`config.mk`:
```
export PLATFORM = sky130hd
export DESIGN_NAME = riscv_mem
export DESIGN_NICKNAME = d
export VERILOG_FILES = /design/src/rtl/riscv_mem_pkg.sv /design/src/rtl/riscv_mem_align.sv /design/src/rtl/riscv_mem.sv
export SDC_FILE = /design/constraint.sdc
export NUM_CORES = 1
export LEC_CHECK = 0
export CELL_PAD_IN_SITES_DETAIL_PLACEMENT = 1
export CELL_PAD_IN_SITES_GLOBAL_PLACEMENT = 2
export CORE_ASPECT_RATIO = 1.1
export CORE_MARGIN = 8
export CORE_UTILIZATION = 28
export DETAILED_ROUTE_END_ITERATION = 10
export PLACE_DENSITY = 0.85
export SLEW_MARGIN = 30
export SYNTH_ARGS = -nofsm -noshare
export SYNTH_HDL_FRONTEND = slang
export SYNTH_SLANG_ARGS = --single-unit
```
`constraint.sdc`:
```
create_clock -name clk -period 10.4 [get_ports clk]
set_input_delay 1.56 -clock clk [delete_from_list [all_inputs] [get_ports clk]]
set_output_delay 1.56 -clock clk [all_outputs]
set_load 0.01 [all_outputs]
```
`src/rtl/riscv_mem_pkg.sv`:
```
// Shared constants for the RISC-V memory-access stage: load/store funct3 codes and FSM states.
package riscv_mem_pkg;

    localparam logic [2:0] FUNCT3_LB  = 3'b000;
    localparam logic [2:0] FUNCT3_LH  = 3'b001;
    localparam logic [2:0] FUNCT3_LW  = 3'b010;
    localparam logic [2:0] FUNCT3_LBU = 3'b100;
    localparam logic [2:0] FUNCT3_LHU = 3'b101;
    localparam logic [2:0] FUNCT3_SB  = 3'b000;
    localparam logic [2:0] FUNCT3_SH  = 3'b001;
    localparam logic [2:0] FUNCT3_SW  = 3'b010;

    localparam logic [0:0] ST_IDLE   = 1'b0;
    localparam logic [0:0] ST_ACCESS = 1'b1;

endpackage

```
`src/rtl/riscv_mem_align.sv`:
```
// Byte-lane steering for loads and stores: byte enables, store replication, load extension, alignment check.
// Latency: combinational.
// Backpressure: none; pure function of its inputs.
module riscv_mem_align
    import riscv_mem_pkg::*;
#(
    parameter int XLEN = 32
) (
    input  logic [2:0]        funct3,
    input  logic              store,
    input  logic [1:0]        addr_lo,
    input  logic [XLEN-1:0]   store_data,
    input  logic [XLEN-1:0]   rdata,
    output logic [XLEN/8-1:0] be,
    output logic [XLEN-1:0]   wdata,
    output logic [XLEN-1:0]   load_data,
    output logic              misaligned
);

    localparam int BW = XLEN / 8;

    logic            is_byte;
    logic            is_half;
    logic [XLEN-1:0] lane;

    // Unsigned encodings only exist for loads; a store with those codes is a word access.
    assign is_byte = (funct3 == FUNCT3_SB) || (!store && funct3 == FUNCT3_LBU);
    assign is_half = (funct3 == FUNCT3_SH) || (!store && funct3 == FUNCT3_LHU);
    assign lane    = rdata >> {addr_lo, 3'b000};

    always_comb begin
        be         = '1;
        wdata      = store_data;
        misaligned = 1'b0;
        if (is_byte) begin
            be    = BW'(1) << addr_lo;
            wdata = {BW{store_data[7:0]}};
        end else if (is_half) begin
            be         = BW'(3) << addr_lo;
            wdata      = {(BW/2){store_data[15:0]}};
            misaligned = addr_lo[0];
        end else begin
            misaligned = (addr_lo != 2'b00);
        end
    end

    always_comb begin
        case (funct3)
            FUNCT3_LB:  load_data = {{(XLEN-8){lane[7]}}, lane[7:0]};
            FUNCT3_LH:  load_data = {{(XLEN-16){lane[15]}}, lane[15:0]};
            FUNCT3_LBU: load_data = {{(XLEN-8){1'b0}}, lane[7:0]};
            FUNCT3_LHU: load_data = {{(XLEN-16){1'b0}}, lane[15:0]};
            default:    load_data = lane;
        endcase
    end

endmodule

```
`src/rtl/riscv_mem.sv`:
```
// Memory-access pipeline stage: performs load/store over req/ack and registers the write-back record.
// Latency: ALU ops and faults 1 cycle; memory ops 1 cycle after dmem_ack (minimum 2 from accept).
// Backpressure: in_ready low from accept of a memory op until the cycle after its ack.
module riscv_mem
    import riscv_mem_pkg::*;
#(
    parameter int XLEN = 32,
    parameter int REGN = 32,
    parameter int REGA = $clog2(REGN)
) (
    input  logic              clk,
    input  logic              rst,
    input  logic              in_valid,
    output logic              in_ready,
    input  logic [XLEN-1:0]   alu_result,
    input  logic [REGA-1:0]   rdi,
    input  logic              load,
    input  logic              store,
    input  logic [2:0]        funct3,
    input  logic [XLEN-1:0]   store_data,
    output logic              dmem_req,
    output logic              dmem_we,
    output logic [XLEN-1:0]   dmem_addr,
    output logic [XLEN-1:0]   dmem_wdata,
    output logic [XLEN/8-1:0] dmem_be,
    input  logic [XLEN-1:0]   dmem_rdata,
    input  logic              dmem_ack,
    output logic              wb_valid,
    output logic              wb_we,
    output logic [REGA-1:0]   wb_rd,
    output logic [XLEN-1:0]   wb_data,
    output logic              misaligned
);

    logic [0:0]        state;
    logic [2:0]        lat_funct3;
    logic [1:0]        lat_addr_lo;
    logic [REGA-1:0]   lat_rd;
    logic              lat_load;

    logic              acc;
    logic [2:0]        al_funct3;
    logic [1:0]        al_addr_lo;
    logic              al_store;
    logic [XLEN/8-1:0] al_be;
    logic [XLEN-1:0]   al_wdata;
    logic [XLEN-1:0]   al_load;
    logic              al_mis;

    assign in_ready = (state == ST_IDLE);
    assign acc      = (state == ST_ACCESS);

    // One aligner serves both phases: live inputs decide the request in IDLE,
    // latched fields format the returning load data in ACCESS.
    assign al_funct3  = acc ? lat_funct3  : funct3;
    assign al_addr_lo = acc ? lat_addr_lo : alu_result[1:0];
    assign al_store   = acc ? 1'b0        : store;

    riscv_mem_align #(.XLEN(XLEN)) u_align (
        .funct3     (al_funct3),
        .store      (al_store),
        .addr_lo    (al_addr_lo),
        .store_data (store_data),
        .rdata      (dmem_rdata),
        .be         (al_be),
        .wdata      (al_wdata),
        .load_data  (al_load),
        .misaligned (al_mis)
    );

    always_ff @(posedge clk or posedge rst) begin
        if (rst) begin
            state       <= ST_IDLE;
            lat_funct3  <= '0;
            lat_addr_lo <= '0;
            lat_rd      <= '0;
            lat_load    <= 1'b0;
            dmem_req    <= 1'b0;
            dmem_we     <= 1'b0;
            dmem_addr   <= '0;
            dmem_wdata  <= '0;
            dmem_be     <= '0;
            wb_valid    <= 1'b0;
            wb_we       <= 1'b0;
            wb_rd       <= '0;
            wb_data     <= '0;
            misaligned  <= 1'b0;
        end else begin
            wb_valid   <= 1'b0;
            misaligned <= 1'b0;
            case (state)
                ST_IDLE: begin
                    if (in_valid) begin
                        lat_funct3  <= funct3;
                        lat_addr_lo <= alu_result[1:0];
                        lat_rd      <= rdi;
                        lat_load    <= load;
                        if (!load && !store) begin
                            wb_valid <= 1'b1;
                            wb_we    <= (rdi != '0);
                            wb_rd    <= rdi;
                            wb_data  <= alu_result;
                        end else if (al_mis) begin
                            // Faulting address is reported in wb_data for the trap handler.
                            wb_valid   <= 1'b1;
                            wb_we      <= 1'b0;
                            wb_rd      <= rdi;
                            wb_data    <= alu_result;
                            misaligned <= 1'b1;
                        end else begin
                            state      <= ST_ACCESS;
                            dmem_req   <= 1'b1;
                            dmem_we    <= store;
                            dmem_addr  <= {alu_result[XLEN-1:2], 2'b00};
                            dmem_be    <= al_be;
                            dmem_wdata <= al_wdata;
                        end
                    end
                end
                ST_ACCESS: begin
                    if (dmem_ack) begin
                        state    <= ST_IDLE;
                        dmem_req <= 1'b0;
                        wb_valid <= 1'b1;
                        wb_we    <= lat_load && (lat_rd != '0);
                        wb_rd    <= lat_rd;
                        wb_data  <= lat_load ? al_load : '0;
                    end
                end
                default: state <= ST_IDLE;
            endcase
        end
    end

endmodule

```
==> results.json <==
{
  "outcome": "finished, final reports clean",
  "post-cts-setup-buffers": 0,
  "grt_first_pass_wirelength_um": 36900,
  "top_usage_layer": "met2",
  "synth_area_mm2": 0.00583,
  "p_int_w": 0.00166,
  "ctsResizeCount": 0,
  "diodes": 0,
  "yosysSeqAreaShare": 0.515,
  "clkSinkCount": 120,
  "rows": 55,
  "finalSetupViolCount": 0,
  "rr_endpoint": "dmem_wdata[2]",
  "gr-usage-met2": 0.315,
  "grt_use_total": 0.185,
  "tritoncts": "built",
  "p_sw_frac": 0.360,
  "slew_headroom": 0.415,
  "insertion_delay_ns": 0.42,
  "num-nets-final": 887,
  "clkTransAtPathRegs_ns": 0.05,
  "start_util": 0.284,
  "max_freq_ghz": 0.197,
  "comb_power_share": 0.464,
  "viasPerCell": 5.26,
  "layout_commonest_cell": "clkdlybuf4s50_1",
  "via_count": 5462,
  "die-area_mm2": 0.0257,
  "cp.arrival_ns": 5.36,
  "slowest_stage": "a211oi_4",
  "slew_viol_final": 0,
  "ios": 221,
  "fin_crit_sh": 0.487,
  "rrSetupSlack_ns": 6.62,
  "cp-startpoint": "alu_result[0]",
  "core_area_mm2": 0.0205,
  "layout-drive-gt1-share": 0.0639,
  "required_ns": 10.70,
  "yosys.cell_types.count": 50,
  "drc": 0,
  "end_kind": "flop",
  "tns_ns": 0,
  "detail_route.first_pass.iterations": 6,
  "timing.max_cap.violations": 0,
  "wl_per_cell_um": 22.8,
  "ff2ff_path_depth": 9,
  "cpPeakStageDelay_ns": 0.80,
  "tightestPinTransition_ns": 0.875,
  "use_met1": 0.215,
  "crit_path_end": "dmem_wdata[2]",
  "avgSynthCellArea_um2": 10.3,
  "chipHeight_um": 167,
  "synth_top_area_share": 0.515,
  "use_met3": 0.0639,
  "power_density_mw_per_mm2": 296,
  "overflow": 0,
  "netlist_instances": 563,
  "yosys_warnings": 0,
  "synth_top_area_cell": "dfrtp_1",
  "antenna_found_initial": 0,
  "io_buffers": 218,
  "path_cells": "clkdlybuf4s50_1 -> mux2i_4 -> buf_8 -> ha_1 -> nand3_1 -> a211oi_4 -> buf_4 -> buf_16 -> mux2_1",
  "cts_buffers": 17,
  "gp_routability_congestion": 0.808,
  "grt_setup_unrepaired": "no",
  "antenna_left": 0,
  "grt_max_degree": 85,
  "hold_viol": 0,
  "die_w_um": 154,
  "ys_ff_latch": 120,
  "cp-start-kind": "input port",
  "hp-class": "reg -> reg",
  "routed_wl_um": 23600,
  "power_switching_w": 0.000937,
  "finClkSkew_ns": 0.0130,
  "hold_ws_ns": 0.483,
  "fin_crit_ns": 5.07,
  "p_leak_nw": 3.70,
  "synth_area_leaders": "dfrtp_1 (52%), nand2_1 (7.7%), mux2_1 (7.5%)",
  "area_delta_synth_final_pct": 51.1,
  "first_global_vias": 6077,
  "dpl.hpwl_um": 17700,
  "clock-root-buffer": "clkbuf_16",
  "clkPwrFrac": 0.215,
  "ir_drop_v": 0.000127,
  "clk_path_buf_depth": 2,
  "r2r-start": "acc",
  "most-common-layout-cells": "clkdlybuf4s50_1 (218), nand2_1 (120), dfrtp_1 (120)",
  "htree_num_levels": 4,
  "cp_max_fo": 70,
  "fillers": 2254,
  "crit_type": "in -> reg",
  "p_seq_frac": 0.321,
  "cts.hold.buffers_added": 0,
  "drt_first_iter_violations": 432
}
-- critical path, delay by kind of cell --
kind,cells,cell delay [ns]
buffers and inverters,4,1.54
muxes,2,0.95
AOI/OAI and AO/OA,1,0.80
adders and majority gates,1,0.26
and+or+nand+nor,1,0.21
-- layout make-up --
| type | count | area, um2 | area share |
|---|---|---|---|
| clock buffer | 19 | 443 | 0.0503 |
| clock inverter | 9 | 105 | 0.0119 |
| inverter | 10 | 40.0 | 0.00455 |
| multi-input combinational | 396 | 2610 | 0.296 |
| sequential | 120 | 3000 | 0.341 |
| tap | 256 | 320 | 0.0364 |
| timing repair buffer | 228 | 2290 | 0.260 |
-- state kept, by name, indices dropped and copies added (netlist names) --
register,count
dmem_wdata,32
wb_data,32
dmem_addr,30
lat_rd,5
wb_rd,5
dmem_be,4
lat_funct3,3
lat_addr_lo,2
acc,1
dmem_req,1
dmem_we,1
lat_load,1
misaligned,1
wb_valid,1
wb_we,1
-- cell usage after synthesis, drive strengths merged --
cell type    n
nand2b       2
a21oi        6
a211o        1
a22oi       15
mux4         6
a2bb2oi      2
o31a         1
o22ai        1
a22o         1
mux2        40
o2111ai      1
inv          9
nor4         1
a222oi      15
nor3         2
ha           4
or4          2
a221oi       1
buf         30
and2         3
nor2b        3
a31oi       21
and3         4
dfrtp      120
and3b        1
nand3b       3
o2bb2ai      7
conb         1
a41oi        9
nor2        36
o211ai       6
nand3       35
mux2i       20
nand2      120
o21a         1
clkinv       1
clkbuf       8
o21ai       19
a211oi       2
and2b        1
a32o         1
o21bai       1
-- logic make-up after synthesis --
group / Yosys count / synth area share
AOI/OAI and AO/OA: 111 / 0.142
buffers and inverters: 48 / 0.0427
and+or+nand+nor: 213 / 0.155
DFF: 120 / 0.515
muxes: 66 / 0.136
other: 1 / 0.000644
adders and majority gates: 4 / 0.00859
-- worst min-delay path by stage --
stage	startpoint	to	cells after the start	slack (ns)
finish	dmem_addr[21]	dmem_addr[21]	1	0.48
global route	dmem_addr[14]	dmem_addr[14]	1	0.51
CTS	dmem_addr[21]	dmem_addr[21]	1	0.49
detailed placement	dmem_addr[21]	dmem_addr[21]	1	0.48
global placement	wb_rd[0]	wb_rd[0]	2	0.47
floorplan	lat_rd[2]	lat_rd[2]	2	0.46
-- power by group through the flow --
stage	Sequential [W]	Clock, W	Combinational (W)
final	0.000834	0.000560	0.00121
after global routing	0.000862	0.000591	0.00131
after CTS	0.000836	0.000575	0.00122
after detailed placement	0.000838	0	0.00121
after global placement	0.000825	0	0.00117
after floorplan	0.000904	0	0.000476
-- through the flow --
stage | std cells | utilization | power [W] | setup slack (ns) | area [um2]
2_1_floorplan | 564 | - | 0.00138 | 5.65 | 5830
3_3_place_gp | 1007 | 0.400 | 0.00200 | 4.74 | 8200
3_5_place_dp | 1007 | 0.400 | 0.00205 | 4.51 | 8210
4_1_cts | 1035 | 0.427 | 0.00263 | 4.95 | 8760
5_1_grt | 1038 | 0.429 | 0.00276 | 5.13 | 8800
6_report | 1038 | 0.429 | 0.00260 | 5.33 | 8800
-- routing by layer --
metal,share of wire,vias to the layer above,wire (um)
met4,0.018,0,422
met5,0,-,0
met2,0.49,205,11500
met1,0.42,2769,9930
met3,0.073,29,1730
li1,-,2459,-
Power figures use the tool's default switching activity.
